==> src/rtl/base64_stream_ctrl.sv <==
// Character-to-sextet stream packer for base64: 7-bit ASCII in, 6-bit indices out,
// with valid/ready flow control on both sides and optional zero-sextet group padding.
module base64_stream_ctrl #(
  parameter int LEN_W  = 8,
  parameter bit PAD_EN = 1'b1
) (
  input  logic             clk,
  input  logic             rst,
  input  logic             in_valid,
  output logic             in_ready,
  input  logic [6:0]       in_ascii,
  input  logic             in_last,
  output logic             out_valid,
  input  logic             out_ready,
  output logic [5:0]       out_sextet,
  output logic             out_pad,
  output logic             msg_done,
  output logic             busy,
  output logic [LEN_W-1:0] char_count,
  output logic             err_ovf
);

  typedef enum logic [2:0] {IDLE, RUN, FLUSH, PAD, DONE} state_t;

  state_t      state, state_nxt;
  logic [11:0] bits_q, bits_sh, bits_nxt;
  logic [3:0]  nb, nb_sh, nb_nxt;
  logic [2:0]  grp_cnt, grp_inc;

  logic accept, emit, load_ok, chr, nul;
  logic ld_full, ld_part, ld_pad, load;

  assign accept  = in_valid & in_ready;
  assign emit    = out_valid & out_ready;
  assign load_ok = !out_valid | out_ready;
  assign chr     = accept & (in_ascii != 7'd0);
  assign nul     = accept & (in_ascii == 7'd0);

  assign ld_full = load_ok & (nb >= 4'd6);
  assign ld_part = load_ok & (state == FLUSH) & (nb != 4'd0) & (nb < 4'd6);
  assign ld_pad  = load_ok & (state == PAD);
  assign load    = ld_full | ld_part | ld_pad;
  assign grp_inc = (grp_cnt == 3'd6) ? 3'd0 : grp_cnt + 3'd1;

  // ---------------- FSM ----------------
  always_ff @(posedge clk or posedge rst) begin
    if (rst) state <= IDLE;
    else     state <= state_nxt;
  end

  always_comb begin
    state_nxt = state;
    unique case (state)
      IDLE:    if (chr) state_nxt = in_last ? FLUSH : RUN;
      RUN:     if (nul || (chr && in_last)) state_nxt = FLUSH;
      FLUSH:   if (nb == 4'd0 && load_ok)
                 state_nxt = (PAD_EN && grp_cnt != 3'd0) ? PAD : DONE;
      PAD:     if (ld_pad && grp_inc == 3'd0) state_nxt = DONE;
      DONE:    if (!out_valid) state_nxt = IDLE;
      default: state_nxt = IDLE;
    endcase
  end

  // Gated by rst so every output reads 0 while reset is held.
  always_comb begin
    in_ready = 1'b0;
    msg_done = 1'b0;
    busy     = 1'b0;
    if (!rst) begin
      in_ready = (state == IDLE || state == RUN) && (nb <= 4'd5);
      msg_done = (state == DONE) && !out_valid;
      busy     = (state != IDLE) || out_valid;
    end
  end

  // ---------------- bit buffer ----------------
  // Bits below the valid region are always zero, so a partial tail is just bits_q[11:6].
  always_comb begin
    bits_sh = bits_q;
    nb_sh   = nb;
    if (ld_full) begin
      bits_sh = {bits_q[5:0], 6'd0};
      nb_sh   = nb - 4'd6;
    end else if (ld_part) begin
      bits_sh = '0;
      nb_sh   = '0;
    end
    bits_nxt = bits_sh;
    nb_nxt   = nb_sh;
    if (chr) begin
      bits_nxt = bits_sh | ({in_ascii, 5'd0} >> nb_sh);
      nb_nxt   = nb_sh + 4'd7;
    end
  end

  always_ff @(posedge clk or posedge rst) begin
    if (rst) begin
      bits_q <= '0;
      nb     <= '0;
    end else begin
      bits_q <= bits_nxt;
      nb     <= nb_nxt;
    end
  end

  // ---------------- output register ----------------
  always_ff @(posedge clk or posedge rst) begin
    if (rst) begin
      out_valid  <= 1'b0;
      out_sextet <= '0;
      out_pad    <= 1'b0;
    end else if (load) begin
      out_valid  <= 1'b1;
      out_sextet <= ld_pad ? 6'd0 : bits_q[11:6];
      out_pad    <= ld_pad;
    end else if (emit) begin
      out_valid  <= 1'b0;
    end
  end

  always_ff @(posedge clk or posedge rst) begin
    if (rst)                               grp_cnt <= '0;
    else if (state == DONE && !out_valid)  grp_cnt <= '0;
    else if (load)                         grp_cnt <= grp_inc;
  end

  // ---------------- message statistics ----------------
  always_ff @(posedge clk or posedge rst) begin
    if (rst) begin
      char_count <= '0;
      err_ovf    <= 1'b0;
    end else if (chr) begin
      if (state == IDLE) begin
        char_count <= LEN_W'(1);
        err_ovf    <= 1'b0;
      end else if (&char_count) begin
        err_ovf    <= 1'b1;
      end else begin
        char_count <= char_count + LEN_W'(1);
      end
    end
  end

endmodule

==> config.mk <==
export PLATFORM = sky130hd
export DESIGN_NAME = base64_stream_ctrl
export DESIGN_NICKNAME = d
export VERILOG_FILES = /design/src/rtl/base64_stream_ctrl.sv
export SDC_FILE = /design/constraint.sdc
export NUM_CORES = 1
export LEC_CHECK = 0
export BUFFER_PORTS_ARGS = -buffer_cell sky130_fd_sc_hd__buf_4
export CAP_MARGIN = 5
export CORE_ASPECT_RATIO = 1.4
export CORE_MARGIN = 4
export CORE_UTILIZATION = 45
export CTS_CLUSTER_DIAMETER = 200
export DETAILED_ROUTE_END_ITERATION = 8
export GPL_TIMING_DRIVEN = 0
export PLACE_DENSITY_LB_ADDON = 0.15
export SETUP_SLACK_MARGIN = 0.2
export SLEW_MARGIN = 20
export SYNTH_ARGS = -nofsm -noshare
export SYNTH_HDL_FRONTEND = slang
export SYNTH_SLANG_ARGS = --single-unit
==> constraint.sdc <==
create_clock -name clk -period 2.7 [get_ports clk]
set_clock_uncertainty 0.1 [all_clocks]
set_input_delay 0.135 -clock clk [delete_from_list [all_inputs] [get_ports clk]]
set_output_delay 0.135 -clock clk [all_outputs]
set_load 0.05 [all_outputs]
* Word level (Yosys, flattened, before mapping) *
Index checks and enable logic that the tools add are counted.

word-level totals
  bits in registers = 39
  bits of input ports = 12
  output and inout bits = 20
  logic and storage cells = 92

operators by class
  add/sub/neg operators = 4
  $lt $le $gt $ge = 3
  eq/ne operators = 11
  shifts and indexed selects = 1
  muxes and demuxes = 27
  bitwise operators = 13
  reductions and logical operators = 24

operators by type and width
  operator                                                           count
  2-to-1 mux 12 bit                                                  3
  2-to-1 mux 3 bit                                                   9
  2-to-1 mux 8 bit                                                   2
  case mux 3 bit (5 select lines)                                    1
  2-to-1 mux 4 bit                                                   3
  OR 12 bit                                                          1
  >> shifter 12 x 4 -> 12 bit                                        1
  bitwise AND 1 bit                                                  9
  adder 8 x 1 -> 8 bit, second input constant                        1
  != test 2 bit, second input constant                               4
  AND reduction 8 bit                                                1
  logical NOT 7 bit                                                  1
  2-to-1 mux 1 bit                                                   7
  nonzero test 7 bit                                                 1
  equality test 3 x 2 -> 1 bit, second input constant                2
  equality test 3 bit, second input constant                         2
  logical NOT 3 bit                                                  2
  2-to-1 mux 6 bit                                                   1
  nonzero test 2 bit                                                 3
  nonzero test 3 bit                                                 2
  logical AND 1 bit                                                  5
  AND reduction 5 bit                                                1
  adder 4 x 3 -> 4 bit, second input constant                        1
  greater-or-equal comparator 4 x 3 -> 1 bit, second input constant  1
  other kinds (13)                                                   19

* Longest topological paths before layout *
  depth after elaboration = 10
  depth in mapped cells = 10
  depth with buffers taken out = 7

* Worst setup path after synthesis *
No wires, ideal clock.

  path type = input-to-reg
  start point = input rst
  end point = register bits_q[2]
  setup time = 0.090 ns
  arrival time = 2.322 ns
  required time = 2.510 ns
  path slack = 0.188 ns
  cell stages on the path = 6
  cells stage by stage = inv_1 -> and3_1 -> nand3_1 -> nor2_1 -> nand2_1 -> o221ai_1

on the way
  word-level cells in the longest chain between the ends = 4

ends and longest elaborated chain
  element                 line  RTL
  start: declaration      8     input logic rst,
  2-to-1 mux 1 bit        69    if (!rst) begin
  named net in_ready      10    output logic in_ready,
  bitwise AND 1 bit       33    assign accept = in_valid & in_ready;
  bitwise AND 1 bit       36    assign chr = accept & (in_ascii != 7'd0);
  2-to-1 mux 12 bit       90    if (chr) begin
  named net bits_nxt[2]   26    logic [11:0] bits_q, bits_sh, bits_nxt;
  end signal: assignment  101   bits_q <= bits_nxt;
  end: declaration        26

The timed path passes the listed nets, and every way through them passes these cells.
A chain may end at the register's enable or synchronous reset.

* Final worst setup path *
  start point = register nb[1]
  end point = register bits_q[2]

on the way
  word-level cells in the longest chain between the ends = 8
  elaborated cells on any way between the ends = 19
  classes of those cells = add/sub: 1; order compare: 3; shift: 1; mux: 6; bitwise: 6; reduce/logical: 2

ends and longest elaborated chain
  element                                                                              line  RTL
  start: declaration                                                                   27    logic [3:0] nb, nb_sh, nb_nxt;
  start signal: assignment                                                             102   nb <= nb_nxt;
  parallel branches: the longest is 7 deep, another holds < comparator 4 x 3 -> 1 bit  -
  2-to-1 mux 12 bit (*)                                                                90
  named net bits_nxt[2]                                                                26

Mark *: on every way through the listed nets, which the timed path passes.

==> flow_summary.yaml <==
yosys:
  synth_edf_count: 0
  synth_cells: 270
  synth_top_flop_cell: "dfrtp_1"
  syn_nets: 285
  syn_avg_cell_area_sq_um: 9.02
  synth_cell_types: 62
  synth_top_cell_area_share_pct: 40.1
  syn-cell-area_sq_um: 2430
  ys_ff_latch: 39
  async_flop_share_pct: 100
  synth.area.top_cells: "dfrtp_1, a21oi_1, mux2i_1"
  yosys.area.top_type: "dfrtp_1"
  yosysSeqAreaShare_pct: 40.1
  synth_warnings: 0
  synth_commonest_cells: "dfrtp_1, a21oi_1, nor2_1"
  synth_most_common_cell: "dfrtp_1"
global_routing:
  antenna_found_initial: 0
  grt_max_degree: 40
  grt_pass1_wl_mm: 10.2
  track_usage_pct: 18.9
  grt_pass1_vias: 2127
  grt-ovfl-total: 0
worst_setup_path:
  reg2reg_setup_slack_ps: 280
  cpMaxStageDelayCell: "dfrtp_1"
  r2r_start: "nb[1]$_DFF_PP0_"
  reg2reg_depth: 7
  critPathArrivalTime_ps: 2470
  worst_path_largest_cell_delay_ps: 380
  critical_path_required_ps: 2750
  crit_path_end_kind: "flip-flop"
  reg2reg_to: "bits_q[2]$_DFF_PP0_"
  path_class: "flip-flop to flip-flop"
  crit_path_frequent_cell: "a21oi_1"
  path_max_fanout: 10
  path_cells: "clkbuf_1, a21oi_1, a21oi_1, a22o_1, a221o_1, mux2i_1, o221ai_1"
  start_kind: "flip-flop"
timing:
  finalCritPeriodShare_pct: 89.7
  setup_tns_ps: 0
  rsz0062_at_grt: "yes"
  slew_viol_final: 0
  hold_viol_final: 0
  fmax_mhz: 413
  whs_ps: 109
  finalCriticalPeriod_ps: 2420
  tightest_slew_ps: 639
  final-setup-viol-count: 0
  max-slew-margin-rel_pct: 57.0
clocking:
  path_clk_slew_ps: 70
  htree_levels: 2
  cts.sinks: 39
  cts_tree: "done"
  cts.path.max_buffers: 2
  cts_made_buffers: 5
  cts-root-buf: "clkbuf_8"
  clk-insertion-delay-late_ps: 290
  postCtsSetupBuffers: 0
cells_and_area:
  antenna_cells_inserted: 0
  fillCellCount: 488
  syn_to_final_growth_pct: 17.7
  multiInputGateArea_sq_um: 1330
  nNetsFinal: 324
  drive_above_1_share_pct: 20.0
  seqCellArea_sq_um: 976
detailed_routing:
  avgViaCountPerCell: 6.05
  drtIter0Drc: 116
  wl_per_cell_um: 16.3
  num_vias: 2276
  drc_errors: 0
  ant_nets: 0
  drt-total-wl_mm: 6.11
  first_pass_iters: 4
floorplan:
  core.rowCount: 31
  ioPinCount: 32
  die_area_sq_um: 6670
  die_h_um: 95.0
  core-area_sq_um: 5200
  die_w_um: 70.2
  initial_core_util_pct: 46.8
min_path:
  hold_depth: 3
  hold_path_class: "input port to flip-flop"
  hp-start: "in_ascii[0]"
  whs_endpoint: "bits_q[2]$_DFF_PP0_"
power:
  power.leakage_nw: 1.31
  p_per_area_nw_per_um2: 1210
  vdd_drop_max_uv: 576
place:
  hpwl_mm: 4.60
  place_congestion: 0.873
  place.port_buffers: 30
run:
  timing.max_cap.violations: 0
outcome:
  outcome: "finished, final reports clean"
## through the flow
stage               setup slack, ps  total power, W  instance area (sq um)  std cells  utilization [%]
floorplan                       265         0.00257                   2440        270                -
global placement                171         0.00306                   2750        366             52.8
detailed placement              151         0.00310                   2750        366             52.8
CTS                             309         0.00349                   2870        376             55.1
global route                    176         0.00374                   2870        376             55.2
finish                          277         0.00347                   2870        376             55.2
## worst max-delay path by stage
stage	start	end	cells past startpoint
after global placement	rst	bits_q[5]$_DFF_PP0_	7
after global routing	out_valid$_DFFE_PP0P_	bits_q[2]$_DFF_PP0_	7
after CTS	nb[1]$_DFF_PP0_	bits_q[2]$_DFF_PP0_	7
final	nb[1]$_DFF_PP0_	bits_q[2]$_DFF_PP0_	7
after floorplan	out_valid$_DFFE_PP0P_	msg_done	1
after detailed placement	rst	bits_q[5]$_DFF_PP0_	7
## worst max-delay path: cells and delay by family (launching register included)
family / cells / cell delay (ps)
buf+inv: 1 / 220
flops: 1 / 380
mux: 1 / 320
compound gates: 5 / 1280
## layout make-up
type                       instances  area share (%)
sequential                        39            34.0
timing repair buffer              32            8.90
clock inverter                     2           0.436
clock buffer                       6            2.53
multi-input combinational        207            46.3
inverter                           8            1.35
tap                               66            2.88
buffer                            16            3.54
## report_power, final
group / internal (W) / leakage, nW / switching [W]
registers: 0.000786 / 0.510 / 0.000166
logic: 0.000828 / 0.757 / 0.00131
clock network: 0.000180 / 0.0412 / 0.000201
## cells in the final DEF, fill, tap and decap left out, types with 5 or more instances in the layout
master    instances
a21oi_1          24
a221o_1           7
a22oi_1           7
buf_4            30
clkbuf_1          5
clkbuf_8          5
dfrtp_1          39
inv_1             6
mux2i_1          11
nand2_1          24
nand3_1           9
nand4_1           5
nor2_1           25
nor3_1            7
o21ai_0          14
## cell families after synthesis
group                      share of synthesized area [%]
DFF                                                 40.1
AOI/OAI and AO/OA                                   27.1
xor gates and xnor gates                           0.720
and+or+nand+nor                                     20.0
adders and majority gates                           1.54
buffers and inverters                               5.55
muxes                                               4.98
## timing repair
item                                   4_1_cts  5_1_grt
gates cloned                                 0        0
endpoints found under the hold margin       39        0
resized for setup                            1        2
setup endpoints to repair                    1        4
hold buffers                                 2        0
## flip-flops by register name (all words and copies together) (netlist names)
signal and flops:
bits_q 12, char_count 8, out_sextet 6, nb 4
grp_cnt 3, state 3, err_ovf 1, out_pad 1
out_valid 1
## per-layer routing
metal  share of wire (%)  global-route usage [%]  vias to the layer above
met5                   0                       0                        -
met4                 1.8                    6.71                        0
met3                 3.7                    3.27                        9
met2                  52                    33.9                       56
met1                  42                    22.7                     1121
li1                    -                       -                     1090
(Power assumes the default switching activity.)
